`src/rtl/game2048_pkg.sv`:
```
// Shared types and sizes for the 2048 move sequencer and its spawn picker.
// Latency: n/a (types, constants and one pure function only).
// Backpressure: n/a.
package game2048_pkg;

    localparam int BOARD_N = 4;
    localparam int CELLS   = BOARD_N * BOARD_N;
    localparam int POS_W   = 4;
    localparam int TILE_W  = 12;
    localparam int SCORE_W = 20;

    typedef enum logic [1:0] {
        DIR_UP    = 2'd0,
        DIR_DOWN  = 2'd1,
        DIR_LEFT  = 2'd2,
        DIR_RIGHT = 2'd3
    } dir_e;

    typedef enum logic [1:0] {
        GS_PLAYING = 2'd0,
        GS_WON     = 2'd1,
        GS_LOST    = 2'd2
    } gstate_e;

    // Button bit index equals the command encoding; only called on one-hot input.
    function automatic dir_e onehot_to_dir(input logic [3:0] btn);
        dir_e d;
        case (btn)
            4'b0010: d = DIR_DOWN;
            4'b0100: d = DIR_LEFT;
            4'b1000: d = DIR_RIGHT;
            default: d = DIR_UP;
        endcase
        return d;
    endfunction

endpackage

```
`src/rtl/game2048_spawn_pick.sv`:
```
// Picks the cell and value for a new tile from the LFSR and the empty-cell mask.
// Latency: purely combinational.
// Backpressure: none; caller registers the result while its request is pending.
// Ports: lfsr_i (low LFSR byte: [3:0] scan start, [7:4] value select), empty_mask_i (bit r*4+c),
//        pos_o (chosen cell), val_o (2 or 4), none_o (board full, no pick).
module game2048_spawn_pick
    import game2048_pkg::*;
(
    input  logic [7:0]        lfsr_i,
    input  logic [CELLS-1:0]  empty_mask_i,
    output logic [POS_W-1:0]  pos_o,
    output logic [TILE_W-1:0] val_o,
    output logic              none_o
);

    logic [POS_W-1:0] start;
    logic [POS_W-1:0] offs;
    logic [CELLS-1:0] rot;

    always_comb begin
        start = lfsr_i[3:0];
        // Rotate so the scan start lands on bit 0; the lowest set bit is then the first
        // empty cell met scanning start, start+1, ... with wrap-around.
        rot   = CELLS'({empty_mask_i, empty_mask_i} >> start);
        offs  = '0;
        for (int i = CELLS - 1; i >= 0; i--) begin
            if (rot[i]) begin
                offs = POS_W'(i);
            end
        end
        pos_o  = start + offs;
        none_o = (empty_mask_i == '0);
        val_o  = (lfsr_i[7:4] == 4'd0) ? TILE_W'(4) : TILE_W'(2);
    end

endmodule

```
`src/rtl/game2048_move_ctrl.sv`:
```
// Move sequencer: one move per button press, then score, tile spawn and win/lose evaluation.
// Latency: press sampled at edge N -> move_valid after edge N; spawn_req >= 1 cycle after move_done.
// Backpressure: move_valid/move_dir held until move_ready; spawn_req/pos/val held until spawn_ack.
// Ports: clk, rst (async active-low); direction (one-hot buttons); move_valid/move_dir/move_ready
//        command handshake; move_done/board_changed/merge_score move result; empty_mask/max_tile/
//        can_merge board flags; spawn_req/spawn_pos/spawn_val/spawn_ack tile write; score,
//        game_state, busy status.
module game2048_move_ctrl
    import game2048_pkg::*;
#(
    parameter logic [TILE_W-1:0] WIN_TILE   = 12'd2048,
    parameter logic [15:0]       LFSR_SEED  = 16'hACE1,
    parameter int unsigned       INIT_TILES = 2
) (
    input  logic                clk,
    input  logic                rst,
    input  logic [3:0]          direction,
    output logic                move_valid,
    output logic [1:0]          move_dir,
    input  logic                move_ready,
    input  logic                move_done,
    input  logic                board_changed,
    input  logic [TILE_W-1:0]   merge_score,
    input  logic [CELLS-1:0]    empty_mask,
    input  logic [TILE_W-1:0]   max_tile,
    input  logic                can_merge,
    output logic                spawn_req,
    output logic [POS_W-1:0]    spawn_pos,
    output logic [TILE_W-1:0]   spawn_val,
    input  logic                spawn_ack,
    output logic [SCORE_W-1:0]  score,
    output logic [1:0]          game_state,
    output logic                busy
);

    typedef enum logic [3:0] {
        ST_INIT, ST_IDLE, ST_ISSUE, ST_WAIT, ST_SPAWN, ST_SREQ, ST_CHECK, ST_WON, ST_LOST
    } state_e;

    localparam logic [7:0] INIT_LIM = 8'(INIT_TILES);

    state_e              state_q, state_d;
    logic [15:0]         lfsr_q, lfsr_d;
    logic [3:0]          dir_prev_q;
    logic [7:0]          init_cnt_q, init_cnt_d;
    logic                from_init_q, from_init_d;
    logic                move_valid_q, move_valid_d;
    dir_e                move_dir_q, move_dir_d;
    logic                spawn_req_q, spawn_req_d;
    logic [POS_W-1:0]    spawn_pos_q, spawn_pos_d;
    logic [TILE_W-1:0]   spawn_val_q, spawn_val_d;
    logic [SCORE_W-1:0]  score_q, score_d;
    gstate_e             gstate_q, gstate_d;
    logic                busy_q, busy_d;

    logic                press_ok;
    logic [SCORE_W:0]    score_sum;
    logic [POS_W-1:0]    pick_pos;
    logic [TILE_W-1:0]   pick_val;
    logic                pick_none;

    game2048_spawn_pick u_pick (
        .lfsr_i       (lfsr_q[7:0]),
        .empty_mask_i (empty_mask),
        .pos_o        (pick_pos),
        .val_o        (pick_val),
        .none_o       (pick_none)
    );

    always_ff @(posedge clk or negedge rst) begin
        if (!rst) begin
            state_q      <= ST_INIT;
            lfsr_q       <= LFSR_SEED;
            dir_prev_q   <= '0;
            init_cnt_q   <= '0;
            from_init_q  <= 1'b0;
            move_valid_q <= 1'b0;
            move_dir_q   <= DIR_UP;
            spawn_req_q  <= 1'b0;
            spawn_pos_q  <= '0;
            spawn_val_q  <= '0;
            score_q      <= '0;
            gstate_q     <= GS_PLAYING;
            busy_q       <= 1'b0;
        end else begin
            state_q      <= state_d;
            lfsr_q       <= lfsr_d;
            dir_prev_q   <= direction;
            init_cnt_q   <= init_cnt_d;
            from_init_q  <= from_init_d;
            move_valid_q <= move_valid_d;
            move_dir_q   <= move_dir_d;
            spawn_req_q  <= spawn_req_d;
            spawn_pos_q  <= spawn_pos_d;
            spawn_val_q  <= spawn_val_d;
            score_q      <= score_d;
            gstate_q     <= gstate_d;
            busy_q       <= busy_d;
        end
    end

    always_comb begin
        // Fibonacci taps 16,14,13,11 with a right shift: bits 0,2,3,5 feed bit 15.
        lfsr_d       = {lfsr_q[0] ^ lfsr_q[2] ^ lfsr_q[3] ^ lfsr_q[5], lfsr_q[15:1]};
        // A press needs a clean edge from all-released; held or chorded buttons never qualify.
        press_ok     = $onehot(direction) && (dir_prev_q == 4'd0);
        score_sum    = {1'b0, score_q} + {{(SCORE_W + 1 - TILE_W){1'b0}}, merge_score};

        state_d      = state_q;
        init_cnt_d   = init_cnt_q;
        from_init_d  = from_init_q;
        move_valid_d = move_valid_q;
        move_dir_d   = move_dir_q;
        spawn_req_d  = spawn_req_q;
        spawn_pos_d  = spawn_pos_q;
        spawn_val_d  = spawn_val_q;
        score_d      = score_q;
        gstate_d     = gstate_q;

        case (state_q)
            ST_INIT: begin
                if (init_cnt_q < INIT_LIM) begin
                    from_init_d = 1'b1;
                    state_d     = ST_SPAWN;
                end else begin
                    state_d = ST_IDLE;
                end
            end
            ST_IDLE: begin
                if (press_ok) begin
                    move_valid_d = 1'b1;
                    move_dir_d   = onehot_to_dir(direction);
                    state_d      = ST_ISSUE;
                end
            end
            ST_ISSUE: begin
                if (move_ready) begin
                    move_valid_d = 1'b0;
                    state_d      = ST_WAIT;
                end
            end
            ST_WAIT: begin
                if (move_done) begin
                    score_d     = score_sum[SCORE_W] ? '1 : score_sum[SCORE_W-1:0];
                    from_init_d = 1'b0;
                    // A null move adds no tile.
                    state_d     = board_changed ? ST_SPAWN : ST_CHECK;
                end
            end
            ST_SPAWN: begin
                if (pick_none) begin
                    state_d = ST_CHECK;
                end else begin
                    spawn_req_d = 1'b1;
                    spawn_pos_d = pick_pos;
                    spawn_val_d = pick_val;
                    state_d     = ST_SREQ;
                end
            end
            ST_SREQ: begin
                if (spawn_ack) begin
                    spawn_req_d = 1'b0;
                    if (from_init_q) begin
                        init_cnt_d = init_cnt_q + 8'd1;
                        state_d    = ST_INIT;
                    end else begin
                        state_d = ST_CHECK;
                    end
                end
            end
            ST_CHECK: begin
                // Board flags have settled one cycle after the tile write; win beats lose.
                if (max_tile >= WIN_TILE) begin
                    gstate_d = GS_WON;
                    state_d  = ST_WON;
                end else if ((empty_mask == '0) && !can_merge) begin
                    gstate_d = GS_LOST;
                    state_d  = ST_LOST;
                end else begin
                    state_d = ST_IDLE;
                end
            end
            ST_WON, ST_LOST: begin
                state_d = state_q;
            end
            default: begin
                state_d = ST_INIT;
            end
        endcase

        // Registered so busy reads 0 while reset is held, then tracks the next state.
        busy_d = !((state_d == ST_IDLE) || (state_d == ST_WON) || (state_d == ST_LOST));
    end

    assign move_valid = move_valid_q;
    assign move_dir   = move_dir_q;
    assign spawn_req  = spawn_req_q;
    assign spawn_pos  = spawn_pos_q;
    assign spawn_val  = spawn_val_q;
    assign score      = score_q;
    assign game_state = gstate_q;
    assign busy       = busy_q;

endmodule
```
`config.mk`:
```
export PLATFORM = sky130hd
export DESIGN_NAME = game2048_move_ctrl
export DESIGN_NICKNAME = d
export VERILOG_FILES = /design/src/rtl/game2048_pkg.sv /design/src/rtl/game2048_spawn_pick.sv /design/src/rtl/game2048_move_ctrl.sv
export SDC_FILE = /design/constraint.sdc
export NUM_CORES = 1
export LEC_CHECK = 0
export ABC_CLOCK_PERIOD_IN_PS = 4900
export BUFFER_PORTS_ARGS = -buffer_cell sky130_fd_sc_hd__buf_2
export CORE_MARGIN = 2
export CORE_UTILIZATION = 45
export CTS_CLUSTER_SIZE = 12
export DETAILED_ROUTE_END_ITERATION = 7
export PLACE_DENSITY = 0.68
export SLEW_MARGIN = 20
export SYNTH_ARGS = -nofsm -noshare
export SYNTH_HDL_FRONTEND = slang
export SYNTH_SLANG_ARGS = --single-unit
```
`constraint.sdc`:
```
create_clock -name clk -period 4.9 [get_ports clk]
set_clock_uncertainty 0.05 [all_clocks]
set_input_delay 0.49 -clock clk [delete_from_list [all_inputs] [get_ports clk]]
set_output_delay 0.49 -clock clk [all_outputs]
set_load 0.02 [all_outputs]
```
After elaboration in Yosys (flattened, before gate mapping)
Cells that the tools add are included.
- register bits after elaboration: 76
- latch bits: 0
- memory bits (writable): 0
- ROM bits: 0
- input bits: 51
- output and inout port bits: 43
- word-level logic and storage cells: 111
- memories kept: 0
- add/sub/neg operators: 6
- multiply operators: 0
- divide/modulo/power cells: 0
- order comparisons: 2
- eq/ne operators: 21
- shifts and indexed selects: 1
- mux-type cells: 41
- bitwise gates (word level): 4
- reductions and logical operators: 23
- operators by type and width (cell ; number):
    $mux 4 ; 22
    $pmux 4 s8 ; 1
    $shr 32x4->16 ; 1
    $eq 4x3->1 const B ; 6
    $add 20x12->21 ; 1
    $mux 20 ; 1
    $logic_not 16->1 ; 1
    $eq 4x2->1 const B ; 3
    $eq 4x4->1 const B ; 3
    $ge 12x12->1 const B ; 1
    $logic_not 4->1 ; 3
    $ne 2x2->1 const B ; 6
    $reduce_and 3->1 ; 4
    $mux 3 ; 3
    $add 8x1->8 const B ; 1
    $eq 4x1->1 const B ; 2
    $lt 8x2->1 const B ; 1
    $mux 2 ; 4
    $reduce_and 2->1 ; 4
    $reduce_bool 2->1 ; 4
    $mux 1 ; 6
    $pmux 1 s2 ; 3
    $pmux 2 s3 ; 1
    $add 1x1->2 ; 2
    other kinds (9) ; 14

Longest topological paths before layout
Gate-level depths: netlist of the first run.
- depth in word-level cells: 18
- mapped depth: 16
- gate-level depth less buffers: 14

Modules after synthesis
From an unflattened synthesis of the first run, not the netlist that was laid out.
- cell total of the unflattened synthesis: 447
- area total of the unflattened synthesis: 5033.6 um^2
- modules (own cells, without submodules) (module ; times used ; cells an instance ; area each (um^2) ; seq. area each (um^2)):
    game2048_move_ctrl ; 1 ; 339 ; 3789.9 ; 1911.8
    game2048_spawn_pick ; 1 ; 108 ; 1243.7 ; 0.0

Worst setup path before layout of the first run
Ideal clock, no wire load.
- kind: reg2reg
- start: register lfsr_q[0]
- end: register spawn_pos_q[3], in the netlist spawn_pos[3]
- library setup time: 129 ps
- arrival: 3240 ps
- data required time: 4721 ps
- slack: 1481 ps
- stages on the path, launching flop included: 16
- path buffers: 2
- clock period less this slack: 3419 ps
- path through: dfstp_2 buf_6 buf_12 mux4_2 mux2i_4 nand2_1 mux2i_4 a21bo_1 a31oi_1 a311oi_1 ha_1 a21o_1 a21oi_1 xnor2_1 xnor2_1 o21ai_1
- longest elaborated chain between the ends: 18
- ends and longest elaborated chain (what ; RTL line ; source):
    start: declaration ; game2048_move_ctrl.sv:43 ; logic [15:0] lfsr_q, lfsr_d;
    start signal: assignment ; game2048_move_ctrl.sv:87 ; lfsr_q <= lfsr_d;
    $shr 32x4->16 ; game2048_spawn_pick.sv:24 ; rot = CELLS'({empty_mask_i, empty_mask_i} >> start);
    $mux 4 (16 in a row) ; game2048_spawn_pick.sv:27 ; if (rot[i]) begin
    $add 4x4->4 (*) ; game2048_spawn_pick.sv:31 ; pos_o = start + offs;
    end signal: assignment ; game2048_move_ctrl.sv:94 ; spawn_pos_q <= spawn_pos_d;
    end: declaration ; game2048_move_ctrl.sv:50 ; logic [POS_W-1:0] spawn_pos_q, spawn_pos_d;
Every way passes the cells marked *; elsewhere a longest branch is shown, timed or not.
A chain may end at the register's enable or synchronous reset.

Worst setup path in the final report of the first run
Same ends and word-level chain as after synthesis.

==> results of run 1 <==
-- stage by stage --
step / utilization / hold slack [ns] / instance area, µm² / setup WS, ns / instances
final: 0.5219 / 0.2244 / 5101 / 0.8529 / 642
after global routing: 0.5219 / 0.2103 / 5101 / 0.5982 / 642
after CTS: 0.5219 / 0.2034 / 5101 / 0.8295 / 642
after detailed placement: 0.5051 / 0.2884 / 4937 / 0.8832 / 626
after global placement: 0.5051 / 0.2901 / 4937 / 1.028 / 626
after floorplan: - / 0.1444 / 4553 / 1.481 / 443
-- metal layers --
metal / vias up / GRT usage / part of all wire
met4: 0 / 0.03378 / 0.0075
li1: 1731 / - / -
met3: 9 / 0.04073 / 0.054
met2: 106 / 0.2975 / 0.48
met5: - / 0 / 0
met1: 1733 / 0.2469 / 0.46
-- synthesized netlist by cell type (3+ instances only) --
cell      instances
dfrtp_1          58
nand2_1          52
o21ai_0          22
a21oi_1          20
ha_1             20
inv_1            18
nor2_1           18
xnor2_1          15
mux2i_1          13
buf_4            11
mux4_2           11
o22a_1           11
nand3_1          10
xor2_1           10
mux2_2            9
nor3_1            9
a21o_1            8
dfstp_2           8
nor4_1            8
clkbuf_1          6
mux2i_4           6
nand2b_1          6
buf_2             5
mux4_1            5
nand4_1           5
a31oi_1           4
and3_1            4
o211ai_1          4
o21ai_1           4
or3_1             4
fa_1              3
o21a_1            3
o31ai_1           3
-- sequential cells by signal (all words and copies together), names as in the netlist --
signal / flops
busy: 1
dir_prev_q: 4
from_init_q: 1
game_state: 2
init_cnt_q: 8
lfsr_q: 16
move_dir: 2
move_valid: 1
score: 20
spawn_pos: 4
spawn_req: 1
spawn_val: 2
state_q: 4
-- worst min path at each step --
| stage | from | end | slack [ns] | cells after the start |
|---|---|---|---|---|
| after CTS | direction[0] | dir_prev_q[0] | 0.20 | 1 |
| after global placement | lfsr_q[12] | lfsr_q[11] | 0.29 | 0 |
| final | direction[0] | dir_prev_q[0] | 0.22 | 1 |
| after global routing | direction[0] | dir_prev_q[0] | 0.21 | 1 |
| after detailed placement | lfsr_q[12] | lfsr_q[11] | 0.29 | 0 |
| after floorplan | rst | busy | 0.14 | 0 |
-- power by group through the flow --
| stage | clock network (µW) | logic [µW] | registers [µW] |
|---|---|---|---|
| after floorplan | 0 | 623 | 872 |
| after global placement | 0 | 931 | 800 |
| after detailed placement | 0 | 957 | 801 |
| after CTS | 405 | 963 | 792 |
| after global routing | 427 | 1070 | 817 |
| final | 387 | 961 | 794 |
-- layout make-up --
class / instances / area [µm²]
Timing Repair Buffer: 75 / 382.9
Tap cell: 133 / 166.4
Fill cell: 933 / 4673
Sequential cell: 66 / 1662
Clock buffer: 13 / 148.9
Inverter: 19 / 71.32
Multi-Input combinational cell: 333 / 2655
Clock inverter: 3 / 15.01
-- cells by family (layout without fill, tap and decap cells) --
kind of cell,Yosys count,in the layout
buffers and inverters,44,110
multiplexers,46,46
adder cells (fa/ha/maj),23,23
XOR/XNOR,25,25
AO/OA/AOI/OAI,100,100
AND/OR/NAND/NOR,129,129
flip-flops,66,66
other,1,10
-- cell usage in the layout (no fill, tap or decap), types with 10 or more instances in the layout --
cell,instances
conb_1,10
buf_2,72
dfrtp_1,58
xnor2_1,15
xor2_1,10
o22a_1,11
nand3_1,10
ha_1,20
mux2i_1,13
inv_1,18
nand2_1,52
mux4_2,11
nor2_1,18
o21ai_0,22
a21oi_1,20
clkbuf_8,10
==> flow_metrics.env, run 1 <==
export IMPL_numCtsBuffers=9
export IMPL_cap_violations=0
export IMPL_crit_required_ns=5.06
export IMPL_hold_class="in2reg"
export IMPL_syn_instance_count=434
export IMPL_fin_crit_ns=4.047
export IMPL_gp_congestion=0.8604
export IMPL_coreArea_mm2=0.009774
export IMPL_hold_buffers=0
export IMPL_fmax_ghz=0.2471
export IMPL_drc=0
export IMPL_finalCritPeriodShare=0.8259
export IMPL_outcome="complete, no violations"
export IMPL_num_vias=3579
export IMPL_cts_sinks=66
export IMPL_postRouteAntennaNets=0
export IMPL_hold_violations=0
export IMPL_grt_max_degree=67
export IMPL_p_leak_uw=0.002259
export IMPL_ios=94
export IMPL_drtPass1Iterations=5
export IMPL_grt_pass1_vias=3458
export IMPL_yosysWarnings=0
export IMPL_synth_top_flop_cell="dfrtp_1"
export IMPL_power_switching_uw=870.6
export IMPL_synth_fa_ha_area_frac=0.06866
export IMPL_crit_arrival_ns=4.21
export IMPL_tns_ns=0
export IMPL_clk_latency_ns=0.33
export IMPL_critPathKind="reg2reg"
export IMPL_r2r_start="lfsr_q[0]"
export IMPL_max_slew_margin=0.3666
export IMPL_clk_pin_slew_ns=0.07
export IMPL_cts_tree="built"
export IMPL_die_area_mm2=0.01086
export IMPL_dpl_hpwl_um=7167
export IMPL_syn_area_mm2=0.004519
export IMPL_cp_slowest_stage_delay_ns=0.89
export IMPL_fp_dieH_um=104.2
export IMPL_synthMuxAreaShare=0.1711
export IMPL_power_uw=2142
export IMPL_tightest_slew_ns=0.9501
export IMPL_cts_setup_buffers=0
export IMPL_crit_path_start="lfsr_q[0]"
export IMPL_final_nets=578
export IMPL_yosys_area_share_simple=0.1409
export IMPL_path_cells="mux4_1, mux2i_2, nand3_1, o21ai_1, a21bo_1, a31oi_1, a311oi_1, ha_1, a21o_1, a21oi_1, xnor2_1, xnor2_1, o21ai_1"
export IMPL_path_depth=13
export IMPL_rsz0062_at_grt="no"
export IMPL_root_buffer="clkbuf_8"
export IMPL_ff2ff_setup_slack_ns=0.85
export IMPL_antenna_found_initial=0
export IMPL_path_buf_inv=0
export IMPL_seq_area_frac_synth=0.3677
export IMPL_synth_area_leaders="dfrtp_1, ha_1, mux4_2"
export IMPL_power_frac_comb=0.448
export IMPL_critical_path_peak_fanout=19
export IMPL_cp_top_family="compound AO/OA/AOI/OAI gates"
export IMPL_cts_max_level=3
export IMPL_drive_above_1_share=0.2593
export IMPL_setup_violations=0
export IMPL_p_sw_frac=0.4064
export IMPL_grt_overflow_total=0
export IMPL_synth_xor_area_frac=0.04845
export IMPL_startpoint_type="flip-flop"
export IMPL_clockBufferDepth=2
export IMPL_synth_top_cell_area_share=0.3212
export IMPL_critPathCaptureType="flip-flop"
export IMPL_seqPwrFrac=0.371
export IMPL_vdd_drop_max_v=0.0002366
export IMPL_start_util=0.4624
export IMPL_p_int_uw=1272
export IMPL_n_antenna_cell=0
export IMPL_grt_use_total=0.1805
export IMPL_port_buffers=72
export IMPL_power_frac_clock=0.181
export IMPL_avgRoutedWirePerCell_um=14.92
export IMPL_synth_edf_count=0
export IMPL_ys_ff_latch=66
export IMPL_async_flop_share=1.000
export IMPL_avgSynthCellArea_um2=10.41
export IMPL_reg2reg_depth=13
export IMPL_synthDistinctLibCells=69
export IMPL_grt_pass1_wl_um=16240
export IMPL_fp_row_count=36
export IMPL_die_w_um=104.2
export IMPL_ctsResizeCount=0
export IMPL_r2r_end="spawn_pos[3]"
export IMPL_power_density_mw_per_mm2=419.9
export IMPL_yosysTopAreaCell="dfrtp_1"
export IMPL_area_growth_pct=12.87
export IMPL_wl_um=9580
export IMPL_drt_first_iter_violations=255
export IMPL_synth_compound_area_frac=0.1501
export IMPL_vias_per_cell=5.575
export IMPL_final_max_slew_viol_count=0
export IMPL_synth_top_family_by_area="multiplexers"
export IMPL_cp_slowest_cell="dfstp_2"
export IMPL_crit_end="spawn_pos[3]"
Note: power is estimated with default switching activity, not from simulation.
==> run 2: changes to the inputs <==
- ABC_AREA: not set -> 1
- ABC_CLOCK_PERIOD_IN_PS: 4900 -> 3250
- PLACE_DENSITY: 0.68 -> 0.7
- clock period: 4.9 -> 3.25 ns (I/O delays scaled with it)
==> run 2 against run 1 <==
Utilization rose by 3.6 points. Sequential power is 46% higher. Wire length rose by 10%. Count of clock-buffer cells in the layout increased by 2. Global-route usage rose by 0.87 points. Worst setup slack got worse by 0.76 ns. Synthesized area up 1.7%. Register-to-register slack lost 0.76 ns. Combinational power up 51%. Critical path depth grew 13. Highest routed layer unchanged.
==> flow_metrics.env, run 2 <==
export IMPL_clk_pin_slew_ns=0.07
export IMPL_hold_buffers=0
export IMPL_place_area_mm2=0.005039
export IMPL_r2r_end="spawn_pos[1]"
export IMPL_drc=0
export IMPL_cp_top_family="simple AND/OR/NAND/NOR gates"
export IMPL_final_cell_mix="nand2_1, buf_2, inv_1, dfrtp_1, nand3_1"
export IMPL_outcome="complete, no violations"
export IMPL_postRouteAntennaNets=0
export IMPL_fin_area_mm2=0.005507
export IMPL_vias_per_cell=5.163
export IMPL_dpl_hpwl_um=7779
export IMPL_synth_area_leaders="dfrtp_1, nand2_1, nand3_1"
export IMPL_synth_compound_area_frac=0.1116
export IMPL_coreArea_mm2=0.009864
export IMPL_clk_latency_ns=0.34
export IMPL_root_buffer="clkbuf_8"
export IMPL_p_leak_uw=0.002799
export IMPL_crit_top_cell="nand2_1"
export IMPL_drive_above_1_share=0.3100
export IMPL_whs_path_depth=1
export IMPL_vdd_drop_max_v=0.0004476
export IMPL_final_max_slew_viol_count=0
export IMPL_antenna_found_initial=0
export IMPL_cts_sinks=66
export IMPL_syn_instance_count=563
export IMPL_layout_commonest_cell="nand2_1"
export IMPL_grt_max_degree=67
export IMPL_num_vias=4084
export IMPL_worstHoldEndpoint="dir_prev_q[0]"
export IMPL_reg2reg_depth=26
export IMPL_final_nets=727
export IMPL_hold_class="in2reg"
export IMPL_worstHoldStart="direction[0]"
export IMPL_synth_xor_area_frac=0.05144
export IMPL_fin_crit_ns=3.156
export IMPL_port_buffers=72
export IMPL_synth_fa_ha_area_frac=0.06750
export IMPL_path_buf_inv=3
export IMPL_finalCritPeriodShare=0.9712
export IMPL_cts_tree="built"
export IMPL_synth_most_common_cell="nand2_1"
export IMPL_grt_use_total=0.1892
export IMPL_grt_overflow_total=0
export IMPL_synthMuxAreaShare=0
export IMPL_setup_violations=0
export IMPL_fp_row_count=36
export IMPL_cts_max_level=3
export IMPL_drtPass1Iterations=5
export IMPL_seq_area_frac_synth=0.3615
export IMPL_synthDistinctLibCells=52
export IMPL_cap_violations=0
export IMPL_ys_ff_latch=66
export IMPL_yosysWarnings=0
export IMPL_startpoint_type="flip-flop"
export IMPL_rsz0062_at_grt="yes"
export IMPL_r2r_start="lfsr_q[0]"
export IMPL_numCtsBuffers=9
export IMPL_yosys_area_share_simple=0.3038
export IMPL_drt_first_iter_violations=195
export IMPL_grt_pass1_wl_um=17010
export IMPL_largest_reg_flops=20
export IMPL_syn_area_mm2=0.004597
export IMPL_max_slew_margin=0.4496
export IMPL_fp_dieH_um=105.1
export IMPL_synth_top_cell_area_share=0.3157
export IMPL_avgRoutedWirePerCell_um=13.34
export IMPL_cp_slowest_stage_delay_ns=0.62
export IMPL_synth_top_flop_cell="dfrtp_1"
export IMPL_async_flop_share=1.000
export IMPL_die_w_um=105.1
export IMPL_ys_top_cells_by_count="nand2_1, nand3_1, inv_1"
export IMPL_synth_top_family_by_area="simple AND/OR/NAND/NOR gates"
export IMPL_gp_congestion=0.9145
export IMPL_n_antenna_cell=0
export IMPL_wl_um=10550
export IMPL_grt_pass1_vias=3600
export IMPL_synth_edf_count=0
export IMPL_fin_hold_ws_ns=0.05644
export IMPL_yosysTopAreaCell="dfrtp_1"
export IMPL_cp_slowest_cell="dfstp_2"
export IMPL_power_density_mw_per_mm2=594.6
export IMPL_avgSynthCellArea_um2=8.165
export IMPL_crit_arrival_ns=3.32
export IMPL_crit_required_ns=3.41
export IMPL_fmax_ghz=0.3168
export IMPL_hold_violations=0
export IMPL_tightest_slew_ns=0.8256
export IMPL_clockBufferDepth=2
export IMPL_ff2ff_setup_slack_ns=0.09
export IMPL_critPathCaptureType="flip-flop"
export IMPL_area_growth_pct=19.79
export IMPL_ios=94
export IMPL_die_area_mm2=0.01104
export IMPL_start_util=0.4660
export IMPL_critPathKind="reg2reg"
export IMPL_critical_path_peak_fanout=6
[run 2: cell type report]
type                    instances  area (µm²)
clock buffers                  15       186.4
clock inverters                 1       7.507
fillers                       920        4358
inverters                      71       281.5
multi-input cells             411        2611
repair buffers                 94       591.8
well taps                     133       166.4
flip-flops and latches         66        1662
[run 2: kinds of logic (layout without fill, tap and decap cells)]
family          Yosys count  after routing
compound gates           77             77
simple gates            274            274
flops                    66             66
xor+xnor                 27             27
fa+ha+maj                23             23
buf+inv                  95            181
other cells               1             10
[run 2: worst max path at each step]
| stage | slack [ns] | start | end | cells after the start |
|---|---|---|---|---|
| global route | -0.16 | lfsr_q[0] | spawn_pos[1] | 26 |
| floorplan | 0.39 | lfsr_q[0] | spawn_pos[2] | 27 |
| finish | 0.09 | lfsr_q[0] | spawn_pos[1] | 26 |
| detailed placement | 0.12 | lfsr_q[0] | spawn_pos[2] | 26 |
| CTS | 0.1 | lfsr_q[0] | spawn_pos[2] | 26 |
| global placement | 0.17 | lfsr_q[0] | spawn_pos[2] | 26 |
[run 2: power breakdown]
group          switching, µW  total [µW]  internal, µW
clock network            302         664           362
logic                    874        1450           573
registers                147        1160          1020
total                   1320        3270          1950
[run 2: repair_timing]
| action | 4_1_cts | 5_1_grt |
|---|---|---|
| endpoints found under the setup margin | 0 | 3 |
| gates resized for setup | 0 | 44 |
| setup buffers | 0 | 12 |
[run 2: per-stage QoR]
step / cells / power, µW / TNS (ns) / util / worst slack, ns
after floorplan: 572 / 2221 / 0 / - / 0.3917
after global placement: 762 / 2575 / 0 / 0.5108 / 0.1702
after detailed placement: 762 / 2613 / 0 / 0.5108 / 0.1176
after CTS: 778 / 3294 / 0 / 0.5304 / 0.09996
after global routing: 791 / 3527 / -0.4557 / 0.5582 / -0.1584
final: 791 / 3274 / 0 / 0.5582 / 0.09368
[run 2: worst register-to-register path: stages (launching register included)]
cell	delay, ns
dfstp_2	0.62
buf_6	0.15
buf_12	0.13
nand2_2	0.07
nand3_2	0.08
nand3_2	0.07
nand2_2	0.09
nand2_1	0.05
nand2_1	0.09
nand2_1	0.06
nand2_1	0.05
nand2_1	0.05
nand2_1	0.05
nand2_1	0.04
nand2_1	0.06
nand2_1	0.05
nand2_1	0.05
nand2_1	0.05
nand2_1	0.05
nand2_1	0.05
nand2_1	0.07
nand2_2	0.05
a21oi_2	0.13
ha_2	0.19
inv_2	0.04
fa_2	0.51
o21ai_1	0.06
[run 2: per-layer routing]
| layer | track usage | wire length (µm) | vias to the layer above |
|---|---|---|---|
| met5 | 0 | 0 | - |
| met2 | 0.2848 | 4880 | 104 |
| met1 | 0.2731 | 5117 | 1933 |
| li1 | - | - | 2034 |
| met4 | 0.03810 | 104 | 0 |
| met3 | 0.05178 | 450 | 13 |
